<file path="config.mk">
export PLATFORM = sky130hd
export DESIGN_NAME = duty_sweep_ctrl
export DESIGN_NICKNAME = d
export VERILOG_FILES = /design/src/rtl/duty_sweep_ctrl.sv
export SDC_FILE = /design/constraint.sdc
export NUM_CORES = 1
export LEC_CHECK = 0
export CORE_MARGIN = 3
export CORE_UTILIZATION = 30
export CTS_BUF_LIST = sky130_fd_sc_hd__clkbuf_8
export DETAILED_ROUTE_END_ITERATION = 7
export PLACE_DENSITY_LB_ADDON = 0.2
export SYNTH_ARGS = -nofsm -noshare
export SYNTH_HDL_FRONTEND = slang
export SYNTH_SLANG_ARGS = --single-unit
</file>
<file path="constraint.sdc">
create_clock -name clk -period 5.9 [get_ports clk]
set_clock_uncertainty 0.1 [all_clocks]
set_input_delay 1.77 -clock clk [delete_from_list [all_inputs] [get_ports clk]]
set_output_delay 1.77 -clock clk [all_outputs]
set_load 0.05 [all_outputs]
</file>
<file path="src/rtl/duty_sweep_ctrl.sv">
// Duty-code sweep sequencer: steps duty_code through sawtooth or triangle sweeps
// with programmable range, step, per-code dwell and sweep count.
module duty_sweep_ctrl #(
  parameter int CODE_W  = 8,
  parameter int DWELL_W = 16,
  parameter int NSW_W   = 8
) (
  input  logic               clk,
  input  logic               rstb,
  input  logic               start,
  input  logic               abort,
  input  logic               mode,
  input  logic [CODE_W-1:0]  code_lo,
  input  logic [CODE_W-1:0]  code_hi,
  input  logic [CODE_W-1:0]  step,
  input  logic [DWELL_W-1:0] dwell,
  input  logic [NSW_W-1:0]   n_sweeps,
  output logic [CODE_W-1:0]  duty_code,
  output logic               step_strobe,
  output logic               busy,
  output logic               done,
  output logic               cfg_err
);

  typedef enum logic [1:0] {IDLE, UP, DOWN, DONE} state_t;

  state_t              state;
  logic                cfg_mode;
  logic [CODE_W-1:0]   cfg_lo;
  logic [CODE_W-1:0]   cfg_hi;
  logic [CODE_W-1:0]   cfg_step;
  logic [DWELL_W-1:0]  cfg_dwell;
  logic [NSW_W-1:0]    cfg_nsw;
  logic [DWELL_W-1:0]  dwell_cnt;
  logic [NSW_W-1:0]    sweeps_left;

  logic [CODE_W:0]     up_sum;
  logic [CODE_W:0]     rs_sum;
  logic [CODE_W-1:0]   up_code;
  logic [CODE_W-1:0]   dn_code;
  logic [CODE_W-1:0]   rs_code;
  logic [CODE_W-1:0]   dn_room;
  logic                up_end;
  logic                dn_end;
  logic                sweep_end;
  logic                last_sweep;

  // Next-code candidates, all saturating at the latched bounds.
  always_comb begin
    up_sum  = {1'b0, duty_code} + {1'b0, cfg_step};
    rs_sum  = {1'b0, cfg_lo} + {1'b0, cfg_step};
    dn_room = duty_code - cfg_lo;
    up_code = (up_sum >= {1'b0, cfg_hi}) ? cfg_hi : up_sum[CODE_W-1:0];
    dn_code = (cfg_step >= dn_room) ? cfg_lo : duty_code - cfg_step;
    if (!cfg_mode) rs_code = cfg_lo;
    else           rs_code = (rs_sum >= {1'b0, cfg_hi}) ? cfg_hi : rs_sum[CODE_W-1:0];
    up_end     = (duty_code == cfg_hi);
    dn_end     = (duty_code == cfg_lo);
    // A triangle with lo == hi has no down-leg: the single code ends the sweep.
    sweep_end  = (state == DOWN) ? dn_end : (up_end && (!cfg_mode || dn_end));
    last_sweep = (cfg_nsw != '0) && (sweeps_left == NSW_W'(1));
  end

  always_ff @(posedge clk or negedge rstb) begin
    if (!rstb) begin
      state       <= IDLE;
      cfg_mode    <= 1'b0;
      cfg_lo      <= '0;
      cfg_hi      <= '0;
      cfg_step    <= '0;
      cfg_dwell   <= '0;
      cfg_nsw     <= '0;
      dwell_cnt   <= '0;
      sweeps_left <= '0;
      duty_code   <= '0;
      step_strobe <= 1'b0;
      busy        <= 1'b0;
      done        <= 1'b0;
      cfg_err     <= 1'b0;
    end else begin
      step_strobe <= 1'b0;
      done        <= 1'b0;
      cfg_err     <= 1'b0;
      case (state)
        IDLE: begin
          if (start) begin
            if ((code_lo > code_hi) || (step == '0)) begin
              cfg_err <= 1'b1;
            end else begin
              cfg_mode    <= mode;
              cfg_lo      <= code_lo;
              cfg_hi      <= code_hi;
              cfg_step    <= step;
              cfg_dwell   <= dwell;
              cfg_nsw     <= n_sweeps;
              dwell_cnt   <= dwell;
              sweeps_left <= n_sweeps;
              duty_code   <= code_lo;
              step_strobe <= 1'b1;
              busy        <= 1'b1;
              state       <= UP;
            end
          end
        end
        UP, DOWN: begin
          if (abort) begin
            busy  <= 1'b0;
            state <= IDLE;
          end else if (dwell_cnt != '0) begin
            dwell_cnt <= dwell_cnt - DWELL_W'(1);
          end else if (sweep_end) begin
            if (last_sweep) begin
              done  <= 1'b1;
              busy  <= 1'b0;
              state <= DONE;
            end else begin
              if (cfg_nsw != '0) sweeps_left <= sweeps_left - NSW_W'(1);
              duty_code   <= rs_code;
              step_strobe <= 1'b1;
              dwell_cnt   <= cfg_dwell;
              state       <= UP;
            end
          end else begin
            step_strobe <= 1'b1;
            dwell_cnt   <= cfg_dwell;
            if ((state == UP) && !up_end) begin
              duty_code <= up_code;
            end else begin
              duty_code <= dn_code;
              state     <= DOWN;
            end
          end
        end
        DONE:    state <= IDLE;
        default: state <= IDLE;
      endcase
    end
  end

endmodule

</file>
### After elaboration in Yosys (flattened, before gate mapping)

Cells that the tools add are included.

| cells by class | value |
|---|---|
| equal/unequal tests | 19 |
| reductions and logical operators | 19 |
| $mul | 0 |
| divide/modulo/power cells | 0 |
| order comparisons | 4 |
| bitwise gates (word level) | 1 |
| $add $sub $neg | 6 |
| shifts and indexed selects | 0 |
| muxes and demuxes | 58 |

Operator list:

| kind | number |
|---|---|
| 8-bit 2-to-1 mux | 18 |
| 16-bit 2-to-1 mux | 6 |
| 16-bit one-hot mux with 2 select lines | 1 |
| 8-bit one-hot mux with 2 select lines | 2 |
| 1-bit 2-to-1 mux | 21 |
| 8-bit by 8-bit adder with 9-bit output | 2 |
| 9-bit by 8-bit greater-or-equal comparator with 1-bit output | 2 |
| 8-bit == test | 2 |
| 16-bit nonzero test | 1 |
| 16-bit by 1-bit subtractor with 16-bit output, second input constant | 1 |
| 8-bit subtractor | 2 |
| 2-bit 2-to-1 mux | 7 |
| 2-bit != test, second input constant | 7 |
| 3-bit != test, second input constant | 4 |
| 6-bit AND reduction | 2 |
| 8-bit by 1-bit == test with 1-bit output, second input constant | 1 |
| 8-bit greater-or-equal comparator | 1 |
| 8-bit greater-than comparator | 1 |
| 8-bit zero test | 1 |
| 4-bit != test, second input constant | 2 |
| 8-bit AND reduction | 1 |
| 8-bit nonzero test | 1 |
| 8-bit by 1-bit subtractor with 8-bit output, second input constant | 1 |
| 2-bit one-hot mux with 3 select lines | 1 |
| other kinds (13) | 19 |

| word-level totals | value |
|---|---|
| bits in read-only memories | 0 |
| bits in latches | 0 |
| memories kept | 0 |
| bits in writable memories | 0 |
| output and inout bits | 12 |
| register bits after elaboration | 87 |
| input port bits | 53 |

### Logic depth before layout (Yosys ltp)

Gate-level depths: netlist (run 1).

| logic depth | value |
|---|---|
| depth in word-level cells | 9 |
| gate-level depth with buffers | 18 |
| mapped depth without buffers | 17 |

### Worst setup path before layout (run 1)

No wires, ideal clock.

| path | value |
|---|---|
| kind | in2reg |
| start | input code_hi[3] |
| end | register cfg_dwell[0] |
| buffers on the path | 2 |
| stages on the path | 10 |
| data required time | 5,675 ps |
| path slack | 1,734 ps |
| setup time | 125 ps |
| arrival time | 3,941 ps |
| cell sequence | inv_1 -> ha_1 -> nand3_1 -> nor3_1 -> o21ai_0 -> o31ai_2 -> and2_1 -> clkbuf_1 -> buf_2 -> mux2_2 |

| between the ends | value |
|---|---|
| word-level cells in the longest chain between the ends | 4 |

RTL lines:

| what | line | source |
|---|---|---|
| start, declared | 14 | `input logic [CODE_W-1:0] code_hi,` |
| 8-bit greater-than comparator | 87 | `if ((code_lo > code_hi) \|\| (step == '0)) begin` |
| 1-bit logical OR | 87 |  |
| 1-bit NOT (no source line) | -- |  |
| 3-bit AND reduction (no source line) | -- |  |
| end signal, assigned | 94 | `cfg_dwell <= dwell;` |
| end, declared | 32 | `logic [DWELL_W-1:0] cfg_dwell;` |

Every way passes these cells.
A chain may end at the register's enable or synchronous reset.

### Worst setup path after layout (run 1)

| path | value |
|---|---|
| start | input code_hi[2] |
| end | register cfg_lo[5] |

| between the ends | value |
|---|---|
| word-level cells in the longest chain between the ends | 4 |

RTL lines:

| what | line | source |
|---|---|---|
| 8-bit greater-than comparator | 87 |  |
| 1-bit logical OR | 87 |  |
| 1-bit NOT (no source line) | -- |  |
| 3-bit AND reduction (no source line) | -- |  |
| end signal, assigned | 91 | `cfg_lo <= code_lo;` |
| end, declared | 29 | `logic [CODE_W-1:0] cfg_lo;` |

Every way passes these cells.

==> reports/results.ini, run 1 <==
[timing]
setup_tns_ps=0
rsz0062_at_grt=no
fmax_ghz=0.2223
relSlewSlack_pct=36.89
min_period_ps=4499
setup_violations=0
worstMarginPinSlew_ps=940.3
period_share_pct=76.26
drv_slew=0
finalHoldViolCount=0

[clock_tree]
cts_buffers=9
tritoncts=done
cts_setup_buffers=0
numClockSinks=87
cts_hold_buf=0
clock-root-buffer=clkbuf_8
clk_pin_slew_ps=100
htree_num_levels=3
clockBufferDepth=2
cts_resized=0
clock_latency_ps=390

[outcome]
status=finished clean

[finish]
drive_above_1_share_pct=8.957
final_cell_mix=87 x dfrtp_1, 71 x ha_1, 69 x nand2_1, 63 x clkdlybuf4s50_1, 62 x o21ai_0
nets=938
final_common_cell=dfrtp_1
num_antenna_cells=0
stdcell_count=1095
area_growth_pct=17.04

[floorplanning]
ios=65
dieArea_um2=24200
core_area_um2=21890
die_h_um=155.6
num_rows=54
die_x_um=155.6
initial_utilization_pct=30.65

[worst_hold_path]
hp-start=cfg_dwell[14]$_DFFE_PN0P_
hp-class=reg -> reg
min_path_cells=1
hold_end=cfg_dwell[14]$_DFFE_PN0P_

[yosys]
synth_area_um2=6710
async_reset_ff_share_pct=100.0
ys_warn_count=0
synth_edf_count=0
synth_fp_nets=884
ys_ff_latch=87
synthCells=756
synth_ff_type=dfrtp_1
synth-seq-area-share_pct=32.44
avgSynthCellArea_um2=8.876
synth.distinct_cells=67

[place]
dp.cells=1079
place_congestion=0.8031
dpl.hpwl_um=14840
io_buffers=64

[global_routing]
grt.total_usage_pct=16.30
grt_pass1_vias=5449
antenna_found_initial=0
grt_max_degree=60
grt_first_pass_wirelength_um=30990
overflow=0

[drt]
postRouteAntennaNets=0
avgViaCountPerCell=5.170
drt_iter0_markers=386
route.vias.total=5661
wirelength_um=19290
wl_per_cell_um=17.61
first_pass_iters=5
drc=0

[critical_path]
critPathLaunchType=primary input
worstPathArrival_ps=4700
worstRegToRegCells=14
worstReg2RegStart=duty_code[2]$_DFFE_PN0P_
reg2reg_setup_slack_ps=1480
critical_path_class=in -> reg
r2r_end=duty_code[4]$_DFFE_PN0P_
end_kind=flip-flop
cp_max_fo=28
worstPathRequired_ps=6100

[job]
cap_violations=0

-- layout make-up --
cell class,instances,area (um^2)
fillers,2307,14040
inverters,57,214.0
repair buffers,75,733.2
clock buffers,9,123.9
multi-input cells,580,4183
clock inverters,7,72.57
flip-flops and latches,87,2177
well taps,280,350.3
-- metal layers --
metal	global-route usage (%)	vias to the layer above	part of all wire [%]
met2	24.66	117	44
li1	-	2818	-
met1	24.55	2712	50
met4	3.251	0	1.0
met3	2.774	14	4.7
met5	0	-	0
-- worst max-delay path, cell delays in order --
cell,delay [ps]
clkdlybuf4s50_1,560
inv_1,70
ha_1,290
nand3_1,80
nor3_1,230
o21ai_0,170
o31ai_2,290
buf_4,210
and2_2,360
buf_12,260
buf_4,250
nand2_1,70
o21ai_0,80
-- through the flow --
step / hold WS [ps] / setup slack (ps) / cell area [um^2] / utilization [%]
after floorplan: 380.5 / 1734 / 6710 / -
after global placement: 391.6 / 1058 / 7657 / 34.98
after detailed placement: 397.2 / 1021 / 7657 / 34.98
after CTS: 423.0 / 1405 / 7854 / 35.88
after global routing: 434.5 / 1057 / 7854 / 35.88
final: 418.6 / 1401 / 7854 / 35.88
-- cell families (layout without fill, tap and decap cells) --
kind of cell	count (synthesis)	in the layout	share of synthesized area [%]
compound gates	213	213	20.31
simple gates	203	203	14.45
buf+inv	89	148	5.239
flops	87	87	32.44
fa+ha+maj	75	75	14.43
mux	52	52	8.298
xor+xnor	37	37	4.829
-- state kept, by name, summed over array words and instances (netlist names) --
name,cells
cfg_err,1
step_strobe,1
duty_code,8
cfg_step,8
cfg_nsw,8
cfg_lo,8
cfg_hi,8
done,1
busy,1
cfg_mode,1
cfg_dwell,16
sweeps_left,8
dwell_cnt,16
state,2
-- synth_stat cells, types with 6 or more instances --
cell type / count / area share (%)
nor2_1: 50 / 2.8
xnor2_1: 19 / 2.5
nand2_1: 69 / 3.9
ha_1: 71 / 13
a211oi_1: 8 / 0.90
clkbuf_1: 24 / 1.3
a21oi_1: 46 / 3.4
mux2i_1: 23 / 3.4
nand2b_1: 7 / 0.65
o22ai_1: 9 / 0.84
o21bai_1: 7 / 0.78
o21ai_0: 62 / 4.6
nor2b_1: 8 / 0.75
mux2_2: 29 / 4.9
nand3_1: 17 / 1.3
nor4_1: 7 / 0.65
a21o_1: 7 / 0.78
a31oi_1: 10 / 0.93
nand4_1: 6 / 0.56
inv_1: 56 / 3.1
xor2_1: 18 / 2.3
dfrtp_1: 87 / 32
nor3_1: 16 / 1.2
o211ai_1: 16 / 1.8
o21a_1: 7 / 0.78
-- how the worst max path moves through the flow --
| stage | to | from | cells after the start | slack (ps) |
|---|---|---|---|---|
| 3_3_place_gp | cfg_dwell[5]$_DFFE_PN0P_ | code_hi[2] | 11 | 1060 |
| 3_5_place_dp | cfg_hi[3]$_DFFE_PN0P_ | code_hi[4] | 12 | 1020 |
| 2_1_floorplan | cfg_dwell[0]$_DFFE_PN0P_ | code_hi[3] | 10 | 1730 |
| 6_report | cfg_lo[5]$_DFFE_PN0P_ | code_hi[2] | 13 | 1400 |
| 4_1_cts | cfg_lo[5]$_DFFE_PN0P_ | code_hi[2] | 13 | 1410 |
| 5_1_grt | duty_code[4]$_DFFE_PN0P_ | duty_code[2]$_DFFE_PN0P_ | 14 | 1060 |
Power of run 1 is left out: the tool's default activity adds up to more than one toggle a clock period on the data nets, which glitch-free logic cannot reach.
==> run 2: changes to the inputs <==
clock period = 4.5 ns   (was 5.9 ns; I/O delays follow)
==> reports/results.ini, run 2 (same netlist as run 1, synthesis figures left out) <==
[clock_tree]
cts_hold_buf=0  ; unchanged
clock-root-buffer=clkbuf_8  ; unchanged
clock_latency_ps=390  ; about the same
cts_buffers=9  ; unchanged
cts_setup_buffers=0  ; unchanged
clockBufferDepth=2  ; unchanged
htree_num_levels=3  ; unchanged
numClockSinks=87  ; unchanged
tritoncts=done  ; unchanged
clk_pin_slew_ps=100  ; about the same
cts_resized=0  ; unchanged

[floorplanning]
dieArea_um2=24200  ; unchanged
core_area_um2=21890  ; unchanged
initial_utilization_pct=30.65  ; unchanged
ios=65  ; unchanged
die_h_um=155.6  ; unchanged
num_rows=54  ; unchanged
die_x_um=155.6  ; unchanged

[drt]
drc=0  ; unchanged
postRouteAntennaNets=0  ; unchanged
avgViaCountPerCell=5.125  ; was 5.170
wirelength_um=19360  ; was 19290 um
first_pass_iters=5  ; unchanged
wl_per_cell_um=17.52  ; was 17.61 um
route.vias.total=5663  ; was 5661
drt_iter0_markers=296  ; was 386

[critical_path]
worstReg2RegStart=cfg_step[0]$_DFFE_PN0P_  ; was duty_code[2]$_DFFE_PN0P_
end_kind=flip-flop  ; unchanged
worstPathRequired_ps=4680  ; was 6100 ps
r2r_end=duty_code[7]$_DFFE_PN0P_  ; was duty_code[4]$_DFFE_PN0P_
reg2reg_setup_slack_ps=350  ; was 1480 ps
critPathLaunchType=flip-flop  ; was primary input
worstPathArrival_ps=4330  ; was 4700 ps
cp_max_fo=7  ; was 28
worstRegToRegCells=16  ; was 14
critical_path_class=reg -> reg  ; was in -> reg

[timing]
worstMarginPinSlew_ps=934.3  ; was 940.3 ps
relSlewSlack_pct=37.14  ; was 36.89%
fmax_ghz=0.2411
rsz0062_at_grt=no  ; unchanged
fin_ws_ps=352.4  ; was 1401 ps
finalHoldViolCount=0  ; unchanged
drv_slew=0  ; unchanged
period_share_pct=92.17
setup_tns_ps=0  ; unchanged
setup_violations=0  ; unchanged
min_period_ps=4148

[finish]
fin_area_um2=7935  ; was 7854 um^2
drive_above_1_share_pct=10.06  ; was 8.957%
nets=948  ; was 938
final_cell_mix=87 x dfrtp_1, 71 x ha_1, 69 x nand2_1, 63 x clkdlybuf4s50_1, 62 x o21ai_0  ; unchanged
top_regs=cfg_dwell x16, dwell_cnt x16  ; unchanged
area_growth_pct=18.25  ; was 17.04%
fin_util_pct=36.25  ; was 35.88%
num_antenna_cells=0  ; unchanged
final_common_cell=dfrtp_1  ; unchanged

[place]
place_area_um2=7745  ; was 7657 um^2
post-place-ws_ps=270.3  ; was 1021 ps
dpl.hpwl_um=15150  ; was 14840 um
io_buffers=64  ; unchanged
place_congestion=0.8613  ; was 0.8031

[worst_hold_path]
hold_end=cfg_nsw[6]$_DFFE_PN0P_  ; was cfg_dwell[14]$_DFFE_PN0P_
hp-start=cfg_nsw[6]$_DFFE_PN0P_  ; was cfg_dwell[14]$_DFFE_PN0P_
min_path_cells=1  ; unchanged
hp-class=reg -> reg  ; unchanged

[global_routing]
overflow=0  ; unchanged
grt.total_usage_pct=16.13  ; was 16.30%
grt_max_degree=39  ; was 60
grt_pass1_vias=5441  ; was 5449
grt_first_pass_wirelength_um=30730  ; was 30990 um
antenna_found_initial=1  ; was 0

[outcome]
status=finished clean  ; unchanged

[job]
cap_violations=0  ; unchanged

-- run 2: cell types whose count changed in the layout (fill, tap and decap cells not counted) --
cell,delta
inv_6,+1
buf_4,+9
inv_8,-2
buf_12,+1
clkinvlp_4,+1
-- run 2: area by class of cell --
type / instances / area (um^2)
clock buffers: 9 / 123.9
clock inverters: 7 / 66.31
fillers: 2306 / 13960
inverters: 57 / 214.0
multi-input cells: 580 / 4183
flip-flops and latches: 87 / 2177
well taps: 280 / 350.3
repair buffers: 85 / 820.8
-- run 2: critical path: stages, from the launching register on --
cell,delay [ps]
dfrtp_1,440
ha_1,230
fa_1,440
a211oi_1,280
o21bai_1,140
a21oi_1,240
xnor2_1,190
ha_1,320
a21oi_1,160
a31oi_1,110
a211oi_1,350
o21ai_1,120
buf_4,200
mux2i_1,170
a21oi_1,90
o221a_2,270
a22o_1,190
-- run 2: through the flow --
step / hold WS [ps] / cells
global placement: 392.1 / 1089
floorplan: 380.5 / 756
CTS: 420.1 / 1105
global route: 433.2 / 1105
detailed placement: 396.3 / 1089
finish: 413.7 / 1105
-- run 2: per-layer routing --
layer / vias to the layer above / global-route usage, % / wire (um)
met5: - / 0 / 13
met4: 2 / 4.335 / 293
met3: 21 / 2.164 / 696
met2: 104 / 24.39 / 8408
met1: 2683 / 24.18 / 9948
li1: 2853 / - / -
-- run 2: worst max-delay path by stage --
stage | cells after the start | end | start
2_1_floorplan | 15 | duty_code[1]$_DFFE_PN0P_ | duty_code[2]$_DFFE_PN0P_
3_3_place_gp | 11 | cfg_nsw[6]$_DFFE_PN0P_ | code_hi[3]
3_5_place_dp | 11 | cfg_nsw[6]$_DFFE_PN0P_ | code_hi[6]
4_1_cts | 16 | duty_code[7]$_DFFE_PN0P_ | cfg_step[0]$_DFFE_PN0P_
5_1_grt | 16 | duty_code[3]$_DFFE_PN0P_ | cfg_lo[0]$_DFFE_PN0P_
6_report | 16 | duty_code[7]$_DFFE_PN0P_ | cfg_step[0]$_DFFE_PN0P_
Power of run 2 is left out for the same reason.
==> RTL change 1: new RTL, flow settings as in run 2 <==
Make the reset (`rstb`) synchronous in one clocked block.
--- a/src/rtl/duty_sweep_ctrl.sv
+++ b/src/rtl/duty_sweep_ctrl.sv
@@ -61,7 +61,7 @@
     last_sweep = (cfg_nsw != '0) && (sweeps_left == NSW_W'(1));
   end
 
-  always_ff @(posedge clk or negedge rstb) begin
+  always_ff @(posedge clk) begin
     if (!rstb) begin
       state       <= IDLE;
       cfg_mode    <= 1'b0;
Check against the original RTL: differs if rstb is asserted again (counterexample within 4 cycles, from zero or initial values and one cycle with rstb low); with rstb held inactive, the same outputs for 4 cycles.
==> RTL change 1 against run 2 <==
Design area is 1.9% higher. Global-route usage is 1.1 points higher. Area after synthesis is 3.2% higher. Worst setup slack better by 0.0054 ns. Wire length is 7.9% higher. Sequential share of layout area is 5.9 points lower. Utilization is 0.12 points higher. Sequential cell count stayed put. Highest routed layer is now met4.
==> RTL change 1: results (changes against run 2) <==
metric	value	unit	change
status	complete, no violations		
leakage	3.327	nW	
CP max FO	9		+2
post-synthesis mux area share	9.798	%	+1.5 points
post-cts resize count	0		unchanged
Slew HR	37.32	%	+0.18 points
fin cells	1161		+5.1%
met1 global-route usage	25.66	%	+1.5 points
Final Hold Fails	0		unchanged
detailed router's first-iteration violation count	365		+23%
Pre-Repair DR Iteration Count	5		unchanged
layout cell share with drive strength beyond 1	8.059	%	-2.0 points
commonest cells in the netlist	nor2_1, dfxtp_1, ha_1		
cell total after placement	1145		+5.1%
initial antenna violation count	0		-1
Synthesis Warnings	0		unchanged
GR Layer Usage met3	3.280	%	+1.1 points
sequential area share after synthesis	25.16	%	-7.3 points
M2 GR Usage	26.20	%	+1.8 points
largest net degree at the start of global routing	43		+10%
Post-Syn Nets	947		+7.1%
adder-cell share of the synthesized area	13.99	%	-0.44 points
Post-Place Setup Slack	0.2945	ns	+0.02423 ns
routability cong.	0.8552		-0.71%
post-synthesis compound-gate area fraction	22.90	%	+2.6 points
xor and xnor area share after synthesis	4.176	%	-0.65 points
Overall Global Routing Usage	17.24	%	+1.1 points
met3 routed WL	1056	microns	+52%
hpwl dp	16100	microns	+6.3%
maximum clock path buffer count	2		unchanged
Largest delay share family, worst path	compound AO/OA/AOI/OAI gates		
crit-path max cell delay	0.63	ns	+0.19 ns
DR top layer	met4		
syn_area_per_cell	8.451	sq um	-4.8%
port bufs	64		unchanged
routed length on met2	9018	microns	+7.3%
Critical Path AT	4.31	ns	-0.02 ns
synth unique cells	81		+21%
# diodes	0		unchanged
Layout Nets	1004		+5.9%
first-pass GRT wire length	33350	microns	+8.5%
vias in the first global route	5922		+8.8%
Filler Cell Count	2327		+0.91%
VDD IR max	0.2258	mV	
CTS H-tree depth	3		unchanged
slowest CP cell	dfxtp_1		
DRT met1 WL	10630	microns	+6.9%
Hold Crit Class	flop to flop		
Post-synth top flop	dfxtp_1		
ys async rst share	0	%	-100 points
WL/cell	18.00	microns	+2.7%
DR vias	6040		+6.7%
ranking of synthesized cells by area	dfxtp_1, ha_1, mux2i_1		
[RTL change 1: changes by cell type after synthesis, sizes merged, moves of 10 or more]
cell    change
a211oi     +10
mux2       -26
o21ai      -30
dfrtp      -87
nand2      -27
mux2i      +41
dfxtp      +87
a21oi      -12
nor2       +49
o32ai      +10
[RTL change 1: stage by stage]
stage               instance area, sq um  util [%]  power [mW]
finish                              8085     36.37       4.302
global route                        8085     36.37       4.662
CTS                                 8085     36.37       4.322
global placement                    7896     35.52       3.744
detailed placement                  7896     35.52       3.740
floorplan                           6922         -       3.040
[RTL change 1: logic make-up (layout without fill, tap and decap cells)]
family | Yosys count | in the layout
simple gates | 245 | 245
compound gates | 213 | 213
buf+inv | 99 | 161
flops | 87 | 87
fa+ha+maj | 75 | 75
mux | 67 | 67
xor+xnor | 33 | 33
[RTL change 1: path summary, 6_finish.rpt]
| check | startpoint | to | slack, ns | depth (start not counted) |
|---|---|---|---|---|
| worst min register to register | sweeps_left[7]$_SDFFE_PN0P_ | sweeps_left[7]$_SDFFE_PN0P_ | 0.37 | 2 |
| worst max-delay path | duty_code[1]$_SDFFE_PN0P_ | duty_code[2]$_SDFFE_PN0P_ | 0.36 | 12 |
| worst max register to register | duty_code[1]$_SDFFE_PN0P_ | duty_code[2]$_SDFFE_PN0P_ | 0.36 | 12 |
| worst min-delay path | sweeps_left[7]$_SDFFE_PN0P_ | sweeps_left[7]$_SDFFE_PN0P_ | 0.37 | 2 |
[RTL change 1: layout make-up]
cell class	count	area (sq um)	share of cell area, %
clock buffer	10	137.6	1.702
clock inverter	6	51.30	0.6345
inverter	60	225.2	2.786
multi-input combinational	633	4756	58.82
sequential	87	1742	21.54
tap	280	350.3	4.333
timing repair buffer	85	823.3	10.18
==> RTL change 2: new RTL, config.mk and constraints of run 2 <==
Made on the original files. `NSW_W`: 8 -> 7.
--- a/src/rtl/duty_sweep_ctrl.sv
+++ b/src/rtl/duty_sweep_ctrl.sv
@@ -3,7 +3,7 @@
 module duty_sweep_ctrl #(
   parameter int CODE_W  = 8,
   parameter int DWELL_W = 16,
-  parameter int NSW_W   = 8
+  parameter int NSW_W   = 7
 ) (
   input  logic               clk,
   input  logic               rstb,
Interface: changed (resized n_sweeps); port bits go from 65 to 64. No check against the original RTL was run, so the function may have changed too.
==> RTL change 2 against run 2 <==
Sequential cell count down 2. Largest cell class unchanged. Worst setup slack better by 0.11 ns. Critical path type unchanged. Utilization increased by 0.44 points. Count of clock-buffer cells in the layout stayed put. Design area fell by 1.3%. Wire length shrank 3.4%. Area after synthesis shrank 1.1%.
Power is left out: the tool's default activity adds up to more than one toggle a clock period on the data nets, which glitch-free logic cannot reach.
==> RTL change 2: results (changes against run 2) <==
metric	value	unit	change
status	complete, no violations		
worst slew pin tran	1.049	ns	+0.1145 ns
first-pass GRT wire length	30510	microns	-0.72%
routed length on met2	8204	microns	-2.4%
CTS H-tree depth	3		unchanged
Overall Global Routing Usage	15.97	%	-0.16 points
Max Slew Vio Count	0		unchanged
# diodes	0		unchanged
ranking of synthesized cells by area	dfrtp_1, ha_1, o21ai_0		
CTS Hold Bufs	0		unchanged
CTS buffer count	9		unchanged
Critical Path AT	4.23	ns	-0.10 ns
Clock Latency Late Sink	0.39	ns	about the same
detailed router's first-iteration violation count	290		-2.0%
initial antenna violation count	1		unchanged
Hold Crit Class	flop to flop		
Worst-path clk slew	0.10	ns	about the same
routability cong.	0.8328		-3.3%
Post-synth top flop	dfrtp_1		
largest net degree at the start of global routing	46		+18%
Pre-Repair DR Iteration Count	4		-1
DR vias	5628		-0.62%
Filler Cell Count	2230		-3.3%
Root Driver	clkbuf_8		
Layout Nets	945		-0.32%
met3 routed WL	735	microns	+5.6%
final wirelength	18700	microns	-3.4%
hpwl dp	14320	microns	-5.5%
sequential area share after synthesis	32.05	%	-0.39 points
synth unique cells	65		-3.0%
ys async rst share	100.0	%	unchanged
top flop regs	cfg_dwell: 16 flops, dwell_cnt: 16 flops		
Synthesis Warnings	0		unchanged
DR top layer	met5		
maximum clock path buffer count	2		unchanged
Post-Syn Nets	885		+0.11%
commonest cells in the netlist	dfrtp_1, o21ai_0, ha_1		
Detail Route Antenna Nets	0		unchanged
post-cts resize count	0		unchanged
DRT met1 WL	9416	microns	-5.3%
port bufs	63		-1.6%
CP max FO	11		+4
setup bufs post-CTS	0		unchanged
layout cell share with drive strength beyond 1	9.721	%	-0.34 points
[RTL change 2: changes by cell type after synthesis, moves of 5 or more]
cell and delta:
xor2_1 -10, xnor2_1 +7, o211ai_1 -9, o21ai_0 +17
mux2i_1 +5
[RTL change 2: cell families after synthesis]
| family | share of synthesized area [%] |
|---|---|
| buffers and inverters | 5.260 |
| adder cells (fa/ha/maj) | 14.59 |
| multiplexers | 9.314 |
| AND/OR/NAND/NOR | 14.91 |
| XOR/XNOR | 4.487 |
| AO/OA/AOI/OAI | 19.38 |
| flip-flops | 32.05 |
[RTL change 2: worst paths after layout]
path	start	endpoint	slack, ns	depth (start not counted)
setup reg to reg	cfg_lo[2]$_DFFE_PN0P_	duty_code[1]$_DFFE_PN0P_	0.47	19
max in group asynchronous	rstb	cfg_nsw[3]$_DFFE_PN0P_	2.72	2
min in group asynchronous	rstb	cfg_step[6]$_DFFE_PN0P_	0.78	1
hold / removal	cfg_dwell[4]$_DFFE_PN0P_	cfg_dwell[4]$_DFFE_PN0P_	0.41	1
setup / recovery	cfg_lo[2]$_DFFE_PN0P_	duty_code[1]$_DFFE_PN0P_	0.47	19
hold reg to reg	cfg_dwell[4]$_DFFE_PN0P_	cfg_dwell[4]$_DFFE_PN0P_	0.41	1
[RTL change 2: per-stage QoR]
stage / utilization, % / area (sq um) / worst slack (ns) / std cells / hold slack (ns)
after global placement: 35.77 / 7637 / 0.3541 / 1082 / 0.3869
after CTS: 36.66 / 7829 / 0.2825 / 1098 / 0.4159
final: 36.69 / 7835 / 0.4660 / 1098 / 0.4114
after detailed placement: 35.77 / 7637 / 0.3098 / 1082 / 0.3906
after global routing: 36.69 / 7835 / 0.06675 / 1098 / 0.4226
after floorplan: - / 6636 / 0.3171 / 758 / 0.3716
[RTL change 2: cell type report]
cell class,instances,area (sq um),share of cell area [%]
Sequential cell,85,2127,27.15
Clock inverter,7,67.56,0.8623
Tap cell,275,344.1,4.392
Clock buffer,9,123.9,1.581
Inverter,58,217.7,2.779
Timing Repair Buffer,82,783.3,9.997
Multi-Input combinational cell,582,4172,53.24
[RTL change 2: per-layer routing]
layer,vias up,GRT usage [%]
li1,2832,-
met1,2661,23.77
met2,113,23.92
met3,20,2.015
met4,2,5.214
met5,-,0
[RTL change 2: worst max-delay path, cell delays in order, from the launching register on]
cell and delay, ns:
dfrtp_1 0.43, inv_1 0.11, ha_1 0.36, inv_1 0.05, o21ai_0 0.27, a21oi_1 0.12
o21bai_1 0.20, a21o_1 0.15, a21oi_1 0.07, xnor2_1 0.13, ha_1 0.21, a2111oi_2 0.37
nor2b_1 0.17, o21ai_0 0.10, o211ai_1 0.12, buf_4 0.24, mux2_2 0.37, mux2i_1 0.13
a211oi_1 0.09, o22ai_1 0.15
